--- src/rtl/fetch_pc_unit.sv ---
// Program counter and fetch sequencer feeding the instruction ROM.
// Holds the branch-target LUT, runs the start/done handshake and counts
// instructions advanced since the last start.
module fetch_pc_unit #(
  parameter int unsigned D          = 12,
  parameter int unsigned LUT_W      = 3,
  parameter int unsigned OFF_W      = 6,
  parameter int unsigned START_ADDR = 0,
  parameter int unsigned CNT_W      = 16
) (
  input  logic             clk,
  input  logic             reset,
  input  logic             start,
  input  logic             stall,
  input  logic             halt,
  input  logic             jump_en,
  input  logic [LUT_W-1:0] target_idx,
  input  logic             branch_en,
  input  logic [OFF_W-1:0] rel_offset,
  input  logic             lut_we,
  input  logic [LUT_W-1:0] lut_waddr,
  input  logic [D-1:0]     lut_wdata,
  output logic [D-1:0]     prog_ctr,
  output logic             running,
  output logic             done,
  output logic [CNT_W-1:0] instr_ct
);

  localparam int unsigned LUT_N = 1 << LUT_W;

  localparam logic [1:0] ST_IDLE = 2'd0;
  localparam logic [1:0] ST_RUN  = 2'd1;
  localparam logic [1:0] ST_HALT = 2'd2;

  localparam logic [D-1:0]     PC_START = D'(START_ADDR);
  localparam logic [D-1:0]     PC_MAX   = '1;
  localparam logic [CNT_W-1:0] CNT_MAX  = '1;

  logic [1:0]       state;
  logic [1:0]       state_nxt;
  logic [D-1:0]     pc_nxt;
  logic [CNT_W-1:0] ct_nxt;
  logic [CNT_W-1:0] ct_inc;
  logic [D-1:0]     off_ext;
  logic [D-1:0]     lut [LUT_N];

  // Saturating increment of the executed-instruction count
  assign ct_inc  = (instr_ct == CNT_MAX) ? instr_ct : instr_ct + CNT_W'(1);

  // Sign-extended branch offset; D-bit addition gives modulo-2**D wrap
  assign off_ext = {{(D-OFF_W){rel_offset[OFF_W-1]}}, rel_offset};

  // Next state, next PC and next count; start overrides everything
  always_comb begin
    state_nxt = state;
    pc_nxt    = prog_ctr;
    ct_nxt    = instr_ct;
    if (start) begin
      state_nxt = ST_RUN;
      pc_nxt    = PC_START;
      ct_nxt    = '0;
    end else begin
      case (state)
        ST_RUN: begin
          if (halt) begin
            state_nxt = ST_HALT;
            ct_nxt    = ct_inc;
          end else if (stall) begin
            // decoder re-presents jump/branch once the stall drops
          end else if (jump_en) begin
            pc_nxt = lut[target_idx];
            ct_nxt = ct_inc;
          end else if (branch_en) begin
            pc_nxt = prog_ctr + off_ext;
            ct_nxt = ct_inc;
          end else if (prog_ctr == PC_MAX) begin
            // runaway guard: falling off the end of the ROM stops execution
            state_nxt = ST_HALT;
          end else begin
            pc_nxt = prog_ctr + D'(1);
            ct_nxt = ct_inc;
          end
        end
        ST_IDLE: begin
          pc_nxt = PC_START;
        end
        ST_HALT: begin
        end
        default: begin
          state_nxt = ST_IDLE;
          pc_nxt    = PC_START;
        end
      endcase
    end
  end

  // Sequencer state, PC, counter and status flags
  always_ff @(posedge clk or posedge reset) begin
    if (reset) begin
      state    <= ST_IDLE;
      prog_ctr <= PC_START;
      instr_ct <= '0;
      running  <= 1'b0;
      done     <= 1'b0;
    end else begin
      state    <= state_nxt;
      prog_ctr <= pc_nxt;
      instr_ct <= ct_nxt;
      running  <= (state_nxt == ST_RUN);
      done     <= (state_nxt == ST_HALT);
    end
  end

  // Branch-target LUT; a same-cycle jump reads the pre-write entry
  always_ff @(posedge clk or posedge reset) begin
    if (reset) begin
      for (int i = 0; i < int'(LUT_N); i++) lut[i] <= '0;
    end else if (lut_we) begin
      lut[lut_waddr] <= lut_wdata;
    end
  end

endmodule

--- config.mk ---
export PLATFORM = sky130hd
export DESIGN_NAME = fetch_pc_unit
export DESIGN_NICKNAME = d
export VERILOG_FILES = /design/src/rtl/fetch_pc_unit.sv
export SDC_FILE = /design/constraint.sdc
export NUM_CORES = 1
export LEC_CHECK = 0
export CORE_MARGIN = 4
export CORE_UTILIZATION = 30
export DETAILED_ROUTE_END_ITERATION = 8
export PLACE_DENSITY_LB_ADDON = 0.2
export SLEW_MARGIN = 20
export SYNTH_ARGS = -nofsm -noshare
export SYNTH_HDL_FRONTEND = slang
export SYNTH_SLANG_ARGS = --single-unit
--- constraint.sdc ---
create_clock -name clk -period 12.5 [get_ports clk]
set_clock_uncertainty 0.05 [all_clocks]
set_input_delay 2.5 -clock clk [delete_from_list [all_inputs] [get_ports clk]]
set_output_delay 2.5 -clock clk [all_outputs]
set_load 0.1 [all_outputs]
==> flow_summary.json, run 1 <==
{
  "status": "finished, final reports clean",
  "crit_path_start_kind": "input port",
  "rsz0062_at_grt": "no",
  "hpwl_mm": 10.3,
  "core-area_um2": 21100,
  "synthCells": 498,
  "worstPathArrival_ps": 5020,
  "relSlewSlack_pct": 27.9,
  "pwr-share-clk_pct": 40.5,
  "cts_hold_buf": 0,
  "cts_inserted_buffers": 17,
  "min_period_over_period_pct": 38.3,
  "hp-class": "reg -> reg",
  "grt_pass1_wl_mm": 25.4,
  "synth_edf_count": 0,
  "wire_per_inst_um": 18.6,
  "ys_top_cells_by_area": "dfrtp_1 (50%), mux2_2 (18%), mux4_2 (8.4%), ha_1 (2.3%), xor2_1 (1.9%)",
  "yosys_warnings": 0,
  "ir_worst_vdd_mv": 0.115,
  "grt.busiest_layer": "met2",
  "routabilityCongestion": 0.839,
  "drt_first_pass_iters": 4,
  "met3_usage_pct": 3.53,
  "grt_pass1_vias": 4569,
  "n_antenna_cell": 0,
  "powerDensity_nw_per_um2": 157,
  "synth_area_per_cell_um2": 13.0,
  "intPower_mw": 0.905,
  "drv_cap": 0,
  "drt_wl_total_mm": 15.8,
  "synth-main-ff-cell": "dfrtp_1",
  "final_nets": 608,
  "fp-row-count": 53,
  "gr-total-overflow": 0,
  "initial_core_util_pct": 30.6,
  "port-buffer-count": 61,
  "yosysSeqAreaShare_pct": 49.6,
  "swShare_pct": 27.7,
  "slew_viol_final": 0,
  "power_frac_comb_pct": 17.8,
  "area_growth_pct": 23.7,
  "cts_htree_levels": 4,
  "grt_util_met2_pct": 21.5,
  "clock_sinks": 128,
  "cts_buffer_depth": 2,
  "globalRouteTotalUtil_pct": 13.6,
  "vias_per_cell": 5.10,
  "finalSetupTns_ps": 0,
  "drive_gt1_share_pct": 31.1,
  "synth-seq-cells": 128,
  "antenna_found_initial": 0,
  "finalHoldViolations": 0,
  "clk_latency_ps": 420,
  "grt_use_met1_pct": 18.6,
  "fin_crit_ps": 4790,
  "fin_hold_ws_ps": 450,
  "vias": 4338,
  "worstPathRequired_ps": 12730,
  "synth_cell_types": 52,
  "tightestPinTransition_ps": 1080,
  "cts_tree": "yes",
  "leakage_nw": 3.28,
  "grt_max_degree": 69,
  "dieWidth_um": 155,
  "final_antenna_net_count": 0,
  "drt_iter0_drc": 142,
  "post-cts-setup-buffers": 0,
  "synthTopCellsByCount": "dfrtp_1 (128), mux2_2 (104), nand2_1 (29)",
  "max_freq_ghz": 0.209,
  "cts_root_buffer": "clkbuf_16",
  "drc_errors": 0,
  "cts_resized": 0,
  "clkSlewWorstSetupHoldPaths_ps": 60,
  "setup_violations": 0,
  "dieArea_um2": 23900,
  "yosysTopAreaCellShare_pct": 49.6,
  "cp_max_fo": 28,
  "power_frac_seq_pct": 41.8,
  "fp.dieH_um": 155,
  "syn_area_um2": 6450,
  "yosys.area.top_type": "dfrtp_1",
  "syn_nets": 543,
  "critical_path_class": "in -> reg",
  "io_pins": 62,
  "synthArstFlopShare_pct": 100,
  "p_switching_mw": 0.346,
  "cp-end-kind": "register",
  "yosysMostFrequentCell": "dfrtp_1"
}
[metrics by stage]
step	utilization, %	instance area [um^2]	total power, mW	std cells	setup WS, ps
after CTS	37.8	7980	1.27	851	7740
after detailed placement	35.0	7380	0.755	819	7290
after global placement	35.0	7380	0.744	819	7430
after global routing	37.9	7980	1.31	851	7570
final	37.9	7980	1.25	851	7710
after floorplan	-	6450	0.686	498	6540
[power by group through the flow]
stage / clock network [mW] / registers, mW / logic [mW]
2_1_floorplan: 0 / 0.541 / 0.145
3_3_place_gp: 0 / 0.525 / 0.219
3_5_place_dp: 0 / 0.530 / 0.224
4_1_cts: 0.518 / 0.523 / 0.225
5_1_grt: 0.534 / 0.531 / 0.241
6_report: 0.506 / 0.523 / 0.222
[registers in the layout (all words and copies together), names as in the netlist]
name	cells
running	1
prog_ctr	12
instr_ct	16
lut	96
state	2
done	1
[per-layer routing]
layer,wire (um),up-vias
met1,7630,2214
li1,-,1987
met5,0,-
met3,723,19
met2,7290,118
met4,189,0
[layout make-up]
cell class,instances,area (um^2)
multi-input cells,340,3150
inverters,8,32.5
fillers,2029,13100
clock inverters,15,171
flip-flops and latches,128,3200
clock buffers,17,425
well taps,275,344
repair buffers,68,658
[logic make-up after synthesis]
kind of cell,after synthesis,synth area share [%]
xor+xnor,21,2.85
fa+ha+maj,13,2.64
mux,135,27.6
simple gates,112,9.03
flops,128,49.6
compound gates,59,6.26
buf+inv,30,1.98
[cells in the final DEF (no fill, tap or decap), types with 3 or more instances in the layout]
cell,netlist,routed
mux4_2,24,24
inv_6,0,6
buf_4,1,7
and3_1,4,4
clkinvlp_4,0,3
o31ai_1,6,5
nand3_1,9,9
o21ai_0,18,18
clkbuf_16,0,17
clkdlybuf4s50_1,0,60
nand2_1,29,29
a21o_1,3,3
nand4_1,9,9
mux2_2,104,104
dfrtp_1,128,128
a21oi_1,11,11
xor2_1,14,14
nor3_2,1,3
xnor2_1,7,7
nand2b_1,5,5
nand4b_1,3,3
a211oi_1,3,3
a32oi_1,3,3
inv_1,8,7
nor2_1,24,24
and2_1,4,4
nor3_1,7,5
mux2i_1,7,7
ha_1,12,12
nor4_1,3,3
[critical path: stages]
cell	delay [ps]
clkdlybuf4s50_1	410
buf_4	220
nand4bb_1	240
or4_4	560
a221oi_4	580
nor3_2	120
a32oi_1	260
o31ai_1	110
[path summary, 6_finish.rpt]
check	startpoint	to	slack, ps	cells past startpoint
worst min register to register	lut[23]$_DFFE_PP0P_	lut[23]$_DFFE_PP0P_	450	1
max in group asynchronous	reset	lut[15]$_DFFE_PP0P_	8460	3
worst max register to register	prog_ctr[1]$_DFFE_PP0P_	prog_ctr[9]$_DFFE_PP0P_	10040	6
min in group asynchronous	reset	prog_ctr[10]$_DFFE_PP0P_	2550	2
worst max-delay path	jump_en	prog_ctr[9]$_DFFE_PP0P_	7710	8
worst min-delay path	lut[23]$_DFFE_PP0P_	lut[23]$_DFFE_PP0P_	450	1
Power figures use the tool's default switching activity.
==> inputs of run 2 (changes only) <==
==> constraint.sdc (replaced) <==
create_clock -name clk -period 3.8 [get_ports clk]
set_clock_uncertainty 0.05 [all_clocks]
set_input_delay 0.76 -clock clk [delete_from_list [all_inputs] [get_ports clk]]
set_output_delay 0.76 -clock clk [all_outputs]
set_load 0.1 [all_outputs]
==> run 2 against run 1 <==
Routed wire length grew 0.26%; clock power grew to 3.2 times the previous value; critical path depth shrank 7; clock-buffer cell count grew 3; via count grew 0.51%; combinational power grew to 3.3 times the previous value; first-iteration DRC count shrank 5.6%; cell count grew 1.3%; utilization grew 0.36 points; largest power group unchanged; critical endpoint is now prog_ctr[10]; sequential cell count is the same; sequential share of layout area shrank 0.37 points.
==> flow_summary.json, run 2 (synthesized netlist as in run 1, its figures left out) <==
{
  "cts_htree_levels": 4,
  "io_pins": 62,
  "core-area_um2": 21100,
  "drt_first_pass_iters": 4,
  "n_antenna_cell": 0,
  "cts_hold_buf": 0,
  "fin_hold_ws_ps": 451,
  "slew_viol_final": 0,
  "cts_root_buffer": "clkbuf_16",
  "post-cts-setup-buffers": 0,
  "cp_cell_sequence": "clkdlybuf4s50_1",
  "rr_endpoint": "prog_ctr[10]$_DFFE_PP0P_",
  "fp.dieH_um": 155,
  "vias_per_cell": 5.06,
  "power_frac_comb_pct": 18.1,
  "routabilityCongestion": 0.800,
  "power_frac_seq_pct": 42.4,
  "r2r_setup_slack_ps": 1550,
  "crit_path_start_kind": "register",
  "pwr-share-clk_pct": 39.5,
  "min_period_over_period_pct": 76.2,
  "cts_buffer_depth": 2,
  "fp-row-count": 53,
  "finalHoldViolations": 0,
  "final_antenna_net_count": 0,
  "drt_iter0_drc": 134,
  "largest_register_ffs": 96,
  "setup_violations": 0,
  "ir_worst_vdd_mv": 0.309,
  "area_growth_pct": 24.9,
  "whs_endpoint": "lut[12]$_DFFE_PP0P_",
  "cts_resized": 0,
  "clk_latency_ps": 410,
  "cp_max_fo": 5,
  "drive_gt1_share_pct": 31.9,
  "hp-class": "reg -> reg",
  "dieArea_um2": 23900,
  "status": "finished, final reports clean",
  "critPathTopFamily": "buffers and inverters",
  "dieWidth_um": 155,
  "cts_inserted_buffers": 17,
  "globalRouteTotalUtil_pct": 13.7,
  "crit_path_start": "prog_ctr[10]$_DFFE_PP0P_",
  "cts_tree": "yes",
  "final_nets": 619,
  "drt_wl_total_mm": 15.9,
  "worstPathArrival_ps": 2080,
  "nFillCells": 2025,
  "hpwl_mm": 10.6,
  "gr-total-overflow": 0,
  "swShare_pct": 26.5,
  "hold_depth": 1,
  "critPathMaxStageDelay_ps": 1190,
  "leakage_nw": 3.32,
  "vias": 4360,
  "grt_pass1_vias": 4551,
  "max_freq_ghz": 0.345,
  "layout_common_cells": "dfrtp_1 (128), mux2_2 (104), clkdlybuf4s50_1 (60)",
  "hold_start": "lut[12]$_DFFE_PP0P_",
  "antenna_found_initial": 1,
  "drv_cap": 0,
  "finalSetupTns_ps": 0,
  "cp-end-kind": "output pin",
  "powerDensity_nw_per_um2": 504,
  "clock_sinks": 128,
  "drc_errors": 0,
  "tightestPinTransition_ps": 988,
  "worstPathRequired_ps": 2990,
  "reg_top3": "lut: 96 flops, instr_ct: 16 flops, prog_ctr: 12 flops",
  "p_switching_mw": 1.08,
  "critical_path_class": "reg -> out",
  "fin_crit_ps": 2890,
  "grt_pass1_wl_mm": 25.6,
  "initial_core_util_pct": 30.6,
  "grt_max_degree": 129,
  "relSlewSlack_pct": 33.9,
  "reg2regPathDepth": 9,
  "port-buffer-count": 61,
  "rsz0062_at_grt": "no",
  "cp_num_buf_inv": 1,
  "slowest_stage": "clkdlybuf4s50_1",
  "intPower_mw": 2.98,
  "r2r-start": "prog_ctr[0]$_DFFE_PP0P_",
  "regMostFlops": "lut",
  "wire_per_inst_um": 18.4,
  "clkSlewWorstSetupHoldPaths_ps": 60,
  "final_common_cell": "dfrtp_1"
}
-- run 2: layout make-up --
| cell class | count | area (um^2) | area share, % |
|---|---|---|---|
| flip-flops and latches | 128 | 3200 | 39.8 |
| multi-input cells | 340 | 3140 | 39.0 |
| repair buffers | 79 | 753 | 9.35 |
| clock buffers | 20 | 447 | 5.54 |
| well taps | 275 | 344 | 4.27 |
| clock inverters | 12 | 134 | 1.66 |
| inverters | 8 | 33.8 | 0.419 |
-- run 2: worst max-delay path by stage --
| stage | end | slack [ps] | depth (start not counted) |
|---|---|---|---|
| after global routing | prog_ctr[10]$_DFFE_PP0P_ | 850 | 10 |
| after CTS | prog_ctr[10] | 880 | 1 |
| final | prog_ctr[10] | 910 | 1 |
| after floorplan | prog_ctr[8]$_DFFE_PP0P_ | 1120 | 9 |
| after global placement | prog_ctr[11]$_DFFE_PP0P_ | 650 | 9 |
| after detailed placement | prog_ctr[10]$_DFFE_PP0P_ | 600 | 11 |
-- run 2: through the flow --
step / util [%] / power, mW / setup WS (ps) / cell area, um^2 / instances
floorplan: - / 2.26 / 1120 / 6460 / 498
global placement: 35.5 / 2.46 / 652 / 7480 / 830
detailed placement: 35.5 / 2.49 / 604 / 7480 / 830
CTS: 38.2 / 4.12 / 880 / 8060 / 862
global route: 38.2 / 4.27 / 855 / 8060 / 862
finish: 38.2 / 4.06 / 905 / 8060 / 862
-- run 2: power by group through the flow --
stage | clock network (mW) | logic, mW | registers, mW
final | 1.60 | 0.735 | 1.72
after detailed placement | 0 | 0.744 | 1.75
after global routing | 1.71 | 0.801 | 1.75
after CTS | 1.65 | 0.747 | 1.72
after floorplan | 0 | 0.479 | 1.78
after global placement | 0 | 0.727 | 1.73
-- run 2: routing by layer --
metal,routed length [um],share of wire (%),track usage [%]
met1,7450,47,19.2
met4,111,0.70,3.49
met3,929,5.9,3.83
met2,7360,46,21.2
met5,20,0.13,0
